## src/rtl/selecionar_ativo.sv

```systemverilog
// Picks the lowest-index active slot whose criterion equals the classifier minimum,
// presents it over a valid/accept handshake, then requests that slot be deactivated.
module selecionar_ativo #(
  parameter int NUM_NA         = 8,
  parameter int ADR_WIDTH      = 8,
  parameter int CRITERIO_WIDTH = 5,
  parameter int IDX_WIDTH      = 3
) (
  input  logic                             clk,
  input  logic                             rst_n,
  input  logic                             ca_pronto_in,
  input  logic [CRITERIO_WIDTH-1:0]        ca_criterio_geral_in,
  input  logic [NUM_NA-1:0]                na_ativo_in,
  input  logic [NUM_NA*CRITERIO_WIDTH-1:0] na_criterio_in,
  input  logic [NUM_NA*ADR_WIDTH-1:0]      na_endereco_in,
  input  logic                             sa_aceito_in,
  output logic                             sa_valido_out,
  output logic [IDX_WIDTH-1:0]             sa_indice_out,
  output logic [ADR_WIDTH-1:0]             sa_endereco_out,
  output logic [CRITERIO_WIDTH-1:0]        sa_criterio_out,
  output logic                             sa_vazio_out,
  output logic                             sa_desativar_out,
  output logic [IDX_WIDTH-1:0]             sa_desativar_idx_out
);

  typedef enum logic [1:0] {
    OCIOSO,
    BUSCA,
    ENTREGA
  } estado_t;

  localparam logic [IDX_WIDTH-1:0] ULTIMO = IDX_WIDTH'(NUM_NA - 1);

  estado_t                   estado, estado_n;
  logic [IDX_WIDTH-1:0]      cnt, cnt_n;
  logic                      pronto_d;
  logic                      valido_n, vazio_n, desativar_n;
  logic [IDX_WIDTH-1:0]      indice_n, desativar_idx_n;
  logic [ADR_WIDTH-1:0]      endereco_n;
  logic [CRITERIO_WIDTH-1:0] criterio_n;

  logic [CRITERIO_WIDTH-1:0] crit_arr [NUM_NA];
  logic [ADR_WIDTH-1:0]      adr_arr  [NUM_NA];
  logic                      inicio, casa;

  always_comb begin
    for (int i = 0; i < NUM_NA; i++) begin
      crit_arr[i] = na_criterio_in[i*CRITERIO_WIDTH +: CRITERIO_WIDTH];
      adr_arr[i]  = na_endereco_in[i*ADR_WIDTH +: ADR_WIDTH];
    end
  end

  assign inicio = ca_pronto_in & ~pronto_d;
  assign casa   = na_ativo_in[cnt] && (crit_arr[cnt] == ca_criterio_geral_in);

  // NOTE: every signal written here gets a default first, so no path leaves one
  // unassigned and no latch is inferred.
  always_comb begin
    estado_n        = estado;
    cnt_n           = cnt;
    valido_n        = sa_valido_out;
    indice_n        = sa_indice_out;
    endereco_n      = sa_endereco_out;
    criterio_n      = sa_criterio_out;
    vazio_n         = sa_vazio_out;
    desativar_n     = 1'b0;
    desativar_idx_n = '0;

    unique case (estado)
      OCIOSO: begin
        if (inicio) begin
          vazio_n  = 1'b0;
          cnt_n    = '0;
          estado_n = BUSCA;
        end
      end
      BUSCA: begin
        // A dropped pronto means the classifier restarted; its minimum is stale.
        if (!ca_pronto_in) begin
          estado_n = OCIOSO;
        end else if (casa) begin
          indice_n   = cnt;
          endereco_n = adr_arr[cnt];
          criterio_n = crit_arr[cnt];
          valido_n   = 1'b1;
          estado_n   = ENTREGA;
        end else if (cnt == ULTIMO) begin
          vazio_n  = 1'b1;
          estado_n = OCIOSO;
        end else begin
          cnt_n = cnt + IDX_WIDTH'(1);
        end
      end
      ENTREGA: begin
        if (sa_aceito_in) begin
          valido_n        = 1'b0;
          indice_n        = '0;
          endereco_n      = '0;
          criterio_n      = '0;
          desativar_n     = 1'b1;
          desativar_idx_n = sa_indice_out;
          estado_n        = OCIOSO;
        end
      end
      default: estado_n = OCIOSO;
    endcase
  end

  // NOTE: sequential state uses non-blocking assignments so every register
  // samples the values from before the edge.
  always_ff @(posedge clk or negedge rst_n) begin
    if (!rst_n) begin
      estado               <= OCIOSO;
      cnt                  <= '0;
      pronto_d             <= 1'b0;
      sa_valido_out        <= 1'b0;
      sa_indice_out        <= '0;
      sa_endereco_out      <= '0;
      sa_criterio_out      <= '0;
      sa_vazio_out         <= 1'b0;
      sa_desativar_out     <= 1'b0;
      sa_desativar_idx_out <= '0;
    end else begin
      estado               <= estado_n;
      cnt                  <= cnt_n;
      pronto_d             <= ca_pronto_in;
      sa_valido_out        <= valido_n;
      sa_indice_out        <= indice_n;
      sa_endereco_out      <= endereco_n;
      sa_criterio_out      <= criterio_n;
      sa_vazio_out         <= vazio_n;
      sa_desativar_out     <= desativar_n;
      sa_desativar_idx_out <= desativar_idx_n;
    end
  end

endmodule

```

## config.mk

```make
export PLATFORM = sky130hd
export DESIGN_NAME = selecionar_ativo
export DESIGN_NICKNAME = d
export VERILOG_FILES = /design/src/rtl/selecionar_ativo.sv
export SDC_FILE = /design/constraint.sdc
export NUM_CORES = 1
export LEC_CHECK = 0
export CORE_MARGIN = 10
export CORE_UTILIZATION = 25
export CTS_CLUSTER_DIAMETER = 40
export DETAILED_ROUTE_END_ITERATION = 10
export GPL_TIMING_DRIVEN = 0
export SLEW_MARGIN = 5
export SYNTH_ARGS = -nofsm -noshare
export SYNTH_HDL_FRONTEND = slang
export SYNTH_SLANG_ARGS = --single-unit
```

## constraint.sdc

```tcl
create_clock -name clk -period 3.7 [get_ports clk]
set_input_delay 0.74 -clock clk [delete_from_list [all_inputs] [get_ports clk]]
set_output_delay 0.74 -clock clk [all_outputs]
set_load 0.03 [all_outputs]
```

Word level (Yosys, flattened, before mapping). Index checks and enable logic that the tools add are counted.

Flip-flop bits (word level): 28. Output and inout port bits: 22. Logic and storage cells: 80.

Add/subtract/negate cells: 1. Order comparisons: 2. Equal/unequal tests: 12. Mux-type cells: 44. Bitwise operators: 3. Reductions and logical operators: 8.

Operator list (count): $mux 8 (5); $mux 3 (9); $mux 5 (5); $bmux 8 s3 (1); $pmux 8 s2 (1); $bmux 5 s3 (1); $ne 2x2->1 const B (7); $pmux 3 s2 (2); $mux 1 (10); $mux 2 (5); $pmux 5 s2 (1); $reduce_and 5->1 (2); $pmux 2 s3 (1); $eq 5x5->1 (1); $ge 4x4->1 const B (1); $lt 3x4->1 const B (1); $ne 4x4->1 const B (1); $not 3->4 (1); $pmux 1 s2 (2); $reduce_and 4->1 (1); $reduce_bool 2->1 (2); $add 3x1->3 const B (1); $bmux 1 s3 (1); $eq 3x3->1 const B (1); other kinds (7) (7).

Depth between registers and ports, before layout. Gate-level depths: netlist of the first run.

Depth after elaboration: 9. Gate-level depth with buffers: 10. Gate-level depth less buffers: 7.

Least setup slack after synthesis of the first run. Ideal clock, no wire load.

Path type: input -> register. Start: input port na_criterio_in[37]. End: register cnt[0]. Library setup time: 0.125 ns. Data arrival time: 2.330 ns. Path slack: 1.246 ns. Cell stages on the path: 7. Path buffers: 0. Cell sequence: mux2_2 -> a2bb2oi_1 -> a21oi_1 -> o21ai_4 -> nor3_4 -> a2111o_1 -> mux2_2.

Longest elaborated chain between the ends: 7.

RTL lines: start: declaration (line 14) `input logic [NUM_NA*CRITERIO_WIDTH-1:0] na_criterio_in,`; $bmux 5 s3 (line 54) `assign casa = na_ativo_in[cnt] && (crit_arr[cnt] == ca_criterio_geral_in);`; $mux 5 (implied by the code) (2 in a row) (line 54); $eq 5x5->1 (line 54); $logic_and 1x1->1 (line 54); $ne 2x2->1 (no source line); $reduce_and 5->1 (no source line); end signal: assignment (line 125) `cnt <= cnt_n;`; end: declaration (line 35) `logic [IDX_WIDTH-1:0] cnt, cnt_n;`.

No other way between the ends. The select of a mux whose other input is x is not followed. A chain may end at the register's enable or synchronous reset.

Worst setup path in the final report of the first run.
Start: input port na_criterio_in[18]. End: register sa_endereco_out[1].

Longest elaborated chain between the ends: 7.

RTL lines: $bmux 5 s3 (line 54); $mux 5 (implied by the code) (2 in a row) (line 54); $eq 5x5->1 (line 54); $logic_and 1x1->1 (line 54); $ne 2x2->1 (no source line); $reduce_and 4->1 (no source line); end signal: assignment (line 129) `sa_endereco_out <= endereco_n;`; end: declaration (line 19) `output logic [ADR_WIDTH-1:0] sa_endereco_out,`.

No other way between the ends. The select of a mux whose other input is x is not followed.

==> impl_results.md, run 1 <==
- Crit end category: flop
- Seq. cell area: 701 µm²
- Metal1 wirelength: 3.18 mm
- Kind of critical path: in -> reg
- Post-Synthesis Cells: 169
- Clock Latency Late Sink: 0.26 ns
- Most common cell after layout, fill and taps aside: clkdlybuf4s50_1
- Std cell rows: 33
- Setup crit start kind: primary input
- Postcts setup bufs: 0
- Area growth, synth to finish: 76.6%
- WL final: 7.67 mm
- Fin. Hold Viols: 0
- Iter 0 DRT Violations: 75
- Gr usage total: 11.5%
- Slew Limit Fails: 0
- Post-DP HPWL: 6.44 mm
- Clock Skew: 0.00184 ns
- Min-delay worst type: in -> async
- Fmax achieved: 334 MHz
- Nets: 439
- Fillers: 784
- Clk slew on worst S/H paths: 0.09 ns
- Number of global-route vias before repair: 2,188
- First-pass GRT wire length: 11.8 mm
- Post-Syn Area: 2070 µm²
- Post-route insts no fill: 419
- Worst path required time: 3.89 ns
- Top routing layer used: met4
- Post-CTS Hold Buffers: 0
- Met2 WL: 3.82 mm
- Synth Net Count: 292
- Most frequent cells in the layout: 141 x clkdlybuf4s50_1, 28 x dfrtp_1, 22 x mux2i_1, 18 x mux4_2, 13 x o2bb2ai_1
- #FFs+latches synth: 28
- Core area: 8130 µm²
- Number of max-cap violations: 0
- Die area: 12,300 µm²
- Largest net degree at the start of global routing: 29
- Worst R2R Path Depth: 10
- Total gr overflow: 0
- TritonRoute pass-1 iters: 4
- Multi-input gate area: 1290 µm²
- Die H: 111 µm
- FF-to-FF Start: cnt[0]$_DFFE_PN0P_
- CTS tree: yes
- Setup violations, final: 0
- Outcome: finished clean
- TritonCTS Buffers: 3
- Mean Syn Cell Area: 12.3 µm²
- Clk sinks: 28
- Die width: 111 µm
- Setup_tns: 0 ns
- Seq/Total Area, Yosys: 33.8%
- Via count: 2,018
- Maximum vdd drop: 0.167 mV
- Diodes inserted: 0
- Root Driver: clkbuf_8
- CTS Buffer Depth: 2
- Fin util: 45.0%
- Post-CTS Resized: 0
- Share of cells above drive strength 1: 13.7%
- Tcrit/Tclk final: 80.8%
- Area post-placement: 3630 µm²
- Met3 WL post-DR: 632 µm
- Wire per inst: 18.3 µm
- GPL Wtd Cong: 0.738
- Crit-path max FO: 10
- R2R Setup Slk: 0.81 ns
- Max H-tree Level: 1
- Slew HR: 46.5%
- Fin area: 3660 µm²
- Initial antenna violation count: 0
- Slew @ Worst Pin: 0.802 ns
- Leakage: 0.00148 µW
- Via density: 4.82
- Pwr per Cell Area: 409 nW/µm²
- Top Ports: 143
- Placed cells: 416
- Post-synthesis cell type count: 41
- Period minus WS final: 2.99 ns
- Reg-to-reg endpoint: sa_indice_out[2]$_DFFE_PN0P_
- Critical Path AT: 3.18 ns
- Synthesis Warnings: 0
- Initial Util: 25.5%
- # DRC: 0
- Port bufs: 142
- Final ANT Viol Nets: 0
- RSZ-0062 raised after global routing: false
worst max-delay path, cell delays in order:
cell             delay (ns)
clkdlybuf4s50_1        0.45
mux2i_1                0.06
a22o_1                 0.26
or3_1                  0.37
nand4_2                0.14
nor3_4                 0.09
o21ai_1                0.55
buf_2                  0.37
o2bb2ai_1              0.14
final cells by class:
| cell class | instances | area share [%] |
|---|---|---|
| multi-input combinational | 125 | 35.2 |
| sequential | 28 | 19.1 |
| timing repair buffer | 142 | 38.7 |
| buffer | 11 | 1.78 |
| inverter | 5 | 0.512 |
| tap | 105 | 3.59 |
| clock buffer | 3 | 1.13 |
how the worst max path moves through the flow:
stage	start	to	slack [ns]	cells past startpoint
after floorplan	na_criterio_in[37]	cnt[0]$_DFFE_PN0P_	1.25	7
after global placement	na_criterio_in[18]	sa_endereco_out[1]$_DFFE_PN0P_	0.48	9
after detailed placement	na_criterio_in[18]	sa_indice_out[2]$_DFFE_PN0P_	0.44	9
after CTS	na_criterio_in[18]	sa_endereco_out[1]$_DFFE_PN0P_	0.72	9
after global routing	na_criterio_in[10]	sa_indice_out[2]$_DFFE_PN0P_	0.56	9
final	na_criterio_in[18]	sa_endereco_out[1]$_DFFE_PN0P_	0.71	9
registers in the layout, summed over array words and instances (netlist names):
name	cells
sa_endereco_out	8
sa_criterio_out	5
cnt	3
sa_desativar_idx_out	3
sa_indice_out	3
estado	2
pronto_d	1
sa_desativar_out	1
sa_valido_out	1
sa_vazio_out	1
power by group:
part | total [µW] | internal (µW) | leakage, µW | switching [µW]
combinational | 899 | 481 | 0.00108 | 419
clock | 156 | 72.8 | 0.0000216 | 83.6
sequential | 443 | 390 | 0.000375 | 53.4
layer usage:
| layer | vias to the layer above | global-route usage, % |
|---|---|---|
| li1 | 971 | - |
| met1 | 950 | 13.6 |
| met2 | 93 | 20.2 |
| met3 | 4 | 3.90 |
| met4 | 0 | 1.54 |
| met5 | - | 0 |
cell families (layout without fill, tap and decap cells):
family	Yosys count	count (layout)	synth area share, %
AOI/OAI and AO/OA	41	41	16.1
adders and majority gates	2	2	1.21
buffers and inverters	16	161	4.04
DFF	28	28	33.8
muxes	49	49	35.1
and+or+nand+nor	33	33	9.78
per-stage QoR:
| stage | hold WS [ns] | worst slack, ns | total power, µW |
|---|---|---|---|
| floorplan | 0.444 | 1.25 | 974 |
| global placement | 0.470 | 0.481 | 1360 |
| detailed placement | 0.479 | 0.440 | 1360 |
| CTS | 0.502 | 0.721 | 1530 |
| global route | 0.519 | 0.560 | 1590 |
| finish | 0.477 | 0.710 | 1500 |
synth_stat cells:
cell       instances  area, µm²
a21oi_1            3       15.0
inv_1              5       18.8
nor2_1             6       22.5
buf_8              1       15.0
nand2b_1           2       12.5
a21o_1             1       7.51
a2111o_1           1       11.3
o21ai_1            1       5.00
buf_4              2       15.0
o2bb2ai_1         13        114
nor4b_1            1       8.76
mux2_2             9        101
and2_1             3       18.8
dfrtp_1           28        701
nand3b_1           2       15.0
mux2i_1           22        220
or3_1              2       12.5
a32o_1             4       40.0
mux4_2            18        405
nor3_1             1       5.00
nand4_2            1       12.5
a22oi_1            2       15.0
a21bo_2            1       10.0
and3_1             1       6.26
a2bb2oi_1          2       17.5
nand2_1            6       22.5
ha_1               2       25.0
o21ai_0            5       25.0
a22o_1             3       26.3
o22ai_1            2       12.5
nor3_4             1       16.3
nor2b_1            3       18.8
buf_2              4       20.0
clkbuf_1           4       15.0
and3b_1            1       8.76
o32a_1             1       10.0
o21ai_4            1       16.3
nor3b_1            1       7.51
o41ai_1            1       8.76
nand4b_1           1       8.76
or2_2              1       6.26
(Power assumes the default switching activity.)
==> run 2, diff against run 1 <==
clock period = 2.68 ns   (was 3.7 ns; I/O delays follow)
==> impl_results.md, run 2 (same netlist as run 1, synthesis figures left out) <==
- Outcome: finished clean
- TritonCTS Buffers: 3 (unchanged)
- Critical Path AT: 2.61 ns (-0.57 ns)
- Iter 0 DRT Violations: 100 (+33%)
- Die area: 12,300 µm² (unchanged)
- Number of global-route vias before repair: 2,232 (+2.0%)
- Area post-placement: 3630 µm² (unchanged)
- Tcrit/Tclk final: 92.8%
- Wire per inst: 18.4 µm (+0.51%)
- Clock Latency Late Sink: 0.26 ns (about the same)
- Biggest register: sa_endereco_out
- Min-delay worst type: in -> async
- Pwr per Cell Area: 559 nW/µm² (+37%)
- Fin. Hold Viols: 0 (unchanged)
- Clock Skew: 0.00184 ns (+0.00000158 ns)
- Most common cell after layout, fill and taps aside: clkdlybuf4s50_1
- CP cell instances: buf_4 -> buf_8 -> mux2_2 -> o22ai_2 -> or3_1 -> nand4_2 -> o41ai_2 -> o21ai_2 -> clkbuf_4 -> o2bb2ai_1
- Gr usage total: 11.7% (+0.11 points)
- Slew HR: 46.5% (-0.069 points)
- CP max stage delay: 0.37 ns (-0.18 ns)
- Clk slew on worst S/H paths: 0.09 ns (about the same)
- Largest register FFs: 8 (unchanged)
- Most frequent cells in the layout: 141 x clkdlybuf4s50_1, 28 x dfrtp_1, 22 x mux2i_1, 18 x mux4_2, 12 x o2bb2ai_1
- Biggest regs: sa_endereco_out (8), sa_criterio_out (5)
- Via count: 2,055 (+1.8%)
- Std cell rows: 33 (unchanged)
- # DRC: 0 (unchanged)
- Maximum vdd drop: 0.233 mV (+40%)
- Period minus WS final: 2.49 ns
- Slew @ Worst Pin: 0.803 ns (+0.00103 ns)
- Seq. cell area: 701 µm² (unchanged)
- Leakage: 0.00151 µW (+2.2%)
- Area growth, synth to finish: 81.2%
- Initial antenna violation count: 0 (unchanged)
- Core area: 8130 µm² (unchanged)
- Crit-path max FO: 10 (unchanged)
- Cell with the largest stage delay on the worst path: o41ai_2
- Placed cells: 416 (unchanged)
- Setup crit start kind: flop
- Initial Util: 25.5% (unchanged)
- Multi-input gate area: 1340 µm² (+4.2%)
- First-pass GRT wire length: 11.9 mm (+1.3%)
- GPL Wtd Cong: 0.738 (unchanged)
- Max H-tree Level: 1 (unchanged)
- Die width: 111 µm (unchanged)
- Crit end category: flop
- Root Driver: clkbuf_8
- Fillers: 780 (-0.51%)
- Nets: 443 (+0.91%)
- Fmax achieved: 402 MHz
- Number of max-cap violations: 0 (unchanged)
- Setup violations, final: 0 (unchanged)
- Worst path required time: 2.81 ns (-1.08 ns)
- CTS Buffer Depth: 2 (unchanged)
- Slew Limit Fails: 0 (unchanged)
- Post-DP HPWL: 6.44 mm (unchanged)
- Final ANT Viol Nets: 0 (unchanged)
- Diodes inserted: 0 (unchanged)
- Share of cells above drive strength 1: 18.2% (+4.5 points)
- Die H: 111 µm (unchanged)
- Port bufs: 142 (unchanged)
- TritonRoute pass-1 iters: 4 (unchanged)
- Fin area: 3760 µm² (+2.6%)
- Total gr overflow: 0 (unchanged)
- WL final: 7.78 mm (+1.5%)
- Via density: 4.86 (+0.87%)
- Largest net degree at the start of global routing: 29 (unchanged)
- Kind of critical path: reg -> reg
- Clk sinks: 28 (unchanged)
- CTS tree: yes
- Pwr Total: 2100 µW (+40%)
- Post-route insts no fill: 423 (+0.95%)
- PnR worst setup slack: 0.194 ns (-0.517 ns)
- Dpl ws: -0.376 ns (-0.816 ns)
- Setup_tns: 0 ns (unchanged)
- Top Ports: 143 (unchanged)
[run 2: cell count changes in the layout (fill, tap and decap cells not counted), sizes merged]
cell | before | now
buf | 8 | 11
clkbuf | 7 | 8
[run 2: worst max-delay path: cells and delay by family, from the launching register on]
kind                   cells  cell delay (ns)
multiplexers               1             0.35
AO/OA/AOI/OAI              4             0.81
buffers and inverters      3             0.54
AND/OR/NAND/NOR            2             0.30
flip-flops                 1             0.36
[run 2: cell type report]
class                      instances  area share [%]
timing repair buffer             146            38.5
multi-input combinational        125            35.7
sequential                        28            18.7
tap                              105            3.50
buffer                            11            2.00
clock buffer                       3            1.10
inverter                           5           0.500
[run 2: routing by layer]
| metal | GRT usage (%) | routed length [µm] | share of wire (%) | up-vias |
|---|---|---|---|---|
| met3 | 3.90 | 594 | 7.6 | 2 |
| met2 | 20.6 | 3910 | 50 | 85 |
| met5 | 0 | 0 | 0 | - |
| met1 | 13.6 | 3240 | 42 | 985 |
| li1 | - | - | - | 983 |
| met4 | 1.54 | 35 | 0.45 | 0 |
[run 2: worst paths after layout]
check / start / to / slack [ns] / depth (start not counted)
max in group asynchronous: rst_n / sa_endereco_out[4]$_DFFE_PN0P_ / 2.00 / 1
max: cnt[0]$_DFFE_PN0P_ / sa_indice_out[2]$_DFFE_PN0P_ / 0.19 / 10
min reg2reg: sa_endereco_out[7]$_DFFE_PN0P_ / sa_endereco_out[7]$_DFFE_PN0P_ / 0.50 / 1
min: rst_n / sa_desativar_out$_DFF_PN0_ / 0.27 / 1
max reg2reg: cnt[0]$_DFFE_PN0P_ / sa_indice_out[2]$_DFFE_PN0P_ / 0.19 / 10
min in group clk: sa_endereco_out[7]$_DFFE_PN0P_ / sa_endereco_out[7]$_DFFE_PN0P_ / 0.50 / 1
[run 2: timing repair]
item | CTS | global route
gates cloned | 0 | 0
pin swaps | 2 | 2
buffers inserted | 4 | 0
hold buffers | 0 | 0
setup endpoints to repair | 19 | 18
gates resized for setup | 3 | 13
[run 2: power breakdown]
group	internal (µW)	switching [µW]	leakage, µW
Clock	101	116	0.0000216
Combinational	678	592	0.00112
Sequential	538	75.2	0.000375
Total	1320	783	0.00151
[run 2: metrics by stage]
stage	hold slack, ns	utilization [%]
2_1_floorplan	0.240	-
6_report	0.275	46.2
5_1_grt	0.319	46.2
3_3_place_gp	0.470	44.6
3_5_place_dp	0.479	44.6
4_1_cts	0.502	45.6
==> run 3, diff against run 2 <==
clock period = 2.3 ns   (was 2.68 ns; I/O delays follow)
==> impl_results.md, run 3 (same netlist as run 1, synthesis figures left out) <==
- Outcome: finished with violations
- Failing checks: setup timing
- Clock share of power: 11.5% (+1.2 points)
- RSZ-0062 raised after global routing: true
- Net Sw Power: 1000 µW (+28%)
- Nets: 456 (+2.9%)
- Leakage: 0.00166 µW (+9.6%)
- Initial Util: 25.5% (unchanged)
- Reg-to-reg endpoint: cnt[1]$_DFFE_PN0P_
- Die area: 12,300 µm² (unchanged)
- Root Driver: clkbuf_8
- Crit-path max FO: 5 (-5)
- Final ANT Viol Nets: 0 (unchanged)
- Biggest regs: sa_endereco_out (8), sa_criterio_out (5)
- Critical Path AT: 2.63 ns (+0.02 ns)
- Slew HR: 51.6% (+5.1 points)
- Worst R2R Path Depth: 9 (-1)
- Crit end category: flop
- CTS Buffer Depth: 2 (unchanged)
- Clock Latency Late Sink: 0.28 ns (+0.02 ns)
- Number of global-route vias before repair: 2,397 (+7.4%)
- Total gr overflow: 0 (unchanged)
- First-pass GRT wire length: 12.9 mm (+8.4%)
- TritonRoute pass-1 iters: 4 (unchanged)
- Slew Limit Fails: 0 (unchanged)
- Fmax achieved: 408 MHz (+1.3%)
- Share of cells above drive strength 1: 25.9% (+7.7 points)
- R2R Setup Slk: -0.15 ns (-0.35 ns)
- Most frequent cells in the layout: 141 x clkdlybuf4s50_1, 28 x dfrtp_1, 21 x mux2i_1, 18 x mux4_2, 12 x o2bb2ai_1
- Largest register FFs: 8 (unchanged)
- Port bufs: 142 (unchanged)
- Worst path required time: 2.47 ns (-0.34 ns)
- Int Pwr: 1700 µW (+29%)
- Post-CTS Hold Buffers: 0 (unchanged)
- Min-delay worst type: in -> async
- Std cell rows: 33 (unchanged)
- Seq. cell area: 701 µm² (unchanged)
- Wire per inst: 19.0 µm (+3.4%)
- Via count: 2,124 (+3.4%)
- Period minus WS final: 2.45 ns (-0.0329 ns)
- PnR worst setup slack: -0.153 ns (-0.347 ns)
- Clock Skew: 0.00754 ns (+0.00570 ns)
- # DRC: 0 (unchanged)
- Die H: 111 µm (unchanged)
- Iter 0 DRT Violations: 60 (-40%)
- Die width: 111 µm (unchanged)
- TritonCTS Buffers: 3 (unchanged)
- Clk sinks: 28 (unchanged)
- Largest net degree at the start of global routing: 29 (unchanged)
- Pwr per Cell Area: 658 nW/µm² (+18%)
- Max H-tree Level: 1 (unchanged)
- Setup_tns: -2.20 ns (-2.20 ns)
- Clk slew on worst S/H paths: 0.10 ns (about the same)
- Number of max-cap violations: 0 (unchanged)
- Post-DP HPWL: 6.42 mm (-0.30%)
- WL final: 8.31 mm (+6.9%)
- Maximum vdd drop: 0.332 mV (+43%)
- Slew @ Worst Pin: 0.726 ns (-0.0769 ns)
- Pwr Total: 2700 µW (+29%)
- Setup crit start kind: flop
- GPL Wtd Cong: 0.717 (-2.8%)
- FF-to-FF Start: cnt[0]$_DFFE_PN0P_
- Fin. Hold Viols: 0 (unchanged)
- Diodes inserted: 0 (unchanged)
- Top Ports: 143 (unchanged)
- Core area: 8130 µm² (unchanged)
- Gr usage total: 12.5% (+0.90 points)
- Kind of critical path: reg -> reg
- Seq pwr share: 26.4% (-2.8 points)
- Fillers: 726 (-6.9%)
- Most common cell after layout, fill and taps aside: clkdlybuf4s50_1
- Tcrit/Tclk final: 107% (+14 points)
- Initial antenna violation count: 0 (unchanged)
- Via density: 4.86 (about the same)
- Biggest register: sa_endereco_out
- Switching part of the total: 37.2% (-0.13 points)
- Area growth, synth to finish: 97.9%
- CTS tree: yes
- Combinational group share of total power: 62.0% (+1.5 points)
- Setup violations, final: 21 (+21)
- Multi-input gate area: 1480 µm² (+10%)
[run 3: layout make-up]
class                      count  share of cell area [%]
buffer                        11                    2.62
tap                          105                    3.20
timing repair buffer         159                    39.2
inverter                       5                   0.457
sequential                    28                    17.1
clock buffer                   4                    1.34
multi-input combinational    125                    36.1
[run 3: worst max-delay path by stage]
stage / from / end / slack, ns / depth (start not counted)
after CTS: cnt[0]$_DFFE_PN0P_ / cnt[1]$_DFFE_PN0P_ / -0.19 / 9
after floorplan: cnt[0]$_DFFE_PN0P_ / sa_indice_out[2]$_DFFE_PN0P_ / 0.003 / 10
after global routing: cnt[2]$_DFFE_PN0P_ / sa_indice_out[2]$_DFFE_PN0P_ / -0.29 / 10
after detailed placement: na_criterio_in[18] / sa_endereco_out[6]$_DFFE_PN0P_ / -0.62 / 9
final: cnt[0]$_DFFE_PN0P_ / cnt[1]$_DFFE_PN0P_ / -0.15 / 9
after global placement: na_criterio_in[36] / sa_indice_out[2]$_DFFE_PN0P_ / -0.59 / 9
[run 3: repair_timing]
action	4_1_cts	5_1_grt
resized for setup	24	28
cloned	2	2
pin swaps	5	10
endpoints found under the setup margin	22	23
buffers inserted	9	4
[run 3: worst max-delay path: stages (launching register included)]
cell and delay (ns):
dfrtp_1 0.41, buf_6 0.16, buf_12 0.14, mux2i_1 0.11
a22o_1 0.28, or3_4 0.39, nand4_4 0.11, nor3_4 0.07
a2111o_1 0.39, mux2_2 0.30
[run 3: power groups by stage]
stage | Clock (µW) | Combinational, µW | Sequential (µW)
finish | 312 | 1680 | 714
detailed placement | 0 | 1480 | 719
global route | 347 | 1780 | 734
floorplan | 0 | 619 | 961
CTS | 321 | 1580 | 714
global placement | 0 | 1480 | 718
[run 3: metrics by stage]
stage	util (%)	hold WS (ns)	cell area [µm²]	setup WS (ns)	instances
floorplan	-	0.164	2100	0.00293	169
global placement	44.9	0.470	3650	-0.595	416
detailed placement	44.9	0.473	3650	-0.618	416
CTS	48.1	0.504	3920	-0.192	431
global route	50.5	0.231	4100	-0.288	437
finish	50.5	0.197	4100	-0.153	437
[run 3: metal layers]
layer	part of all wire [%]	global-route usage, %	up-vias
met5	0	0	-
li1	-	-	1001
met2	50	22.5	84
met1	42	14.4	1037
met3	7.4	4.17	2
met4	0.32	1.54	0
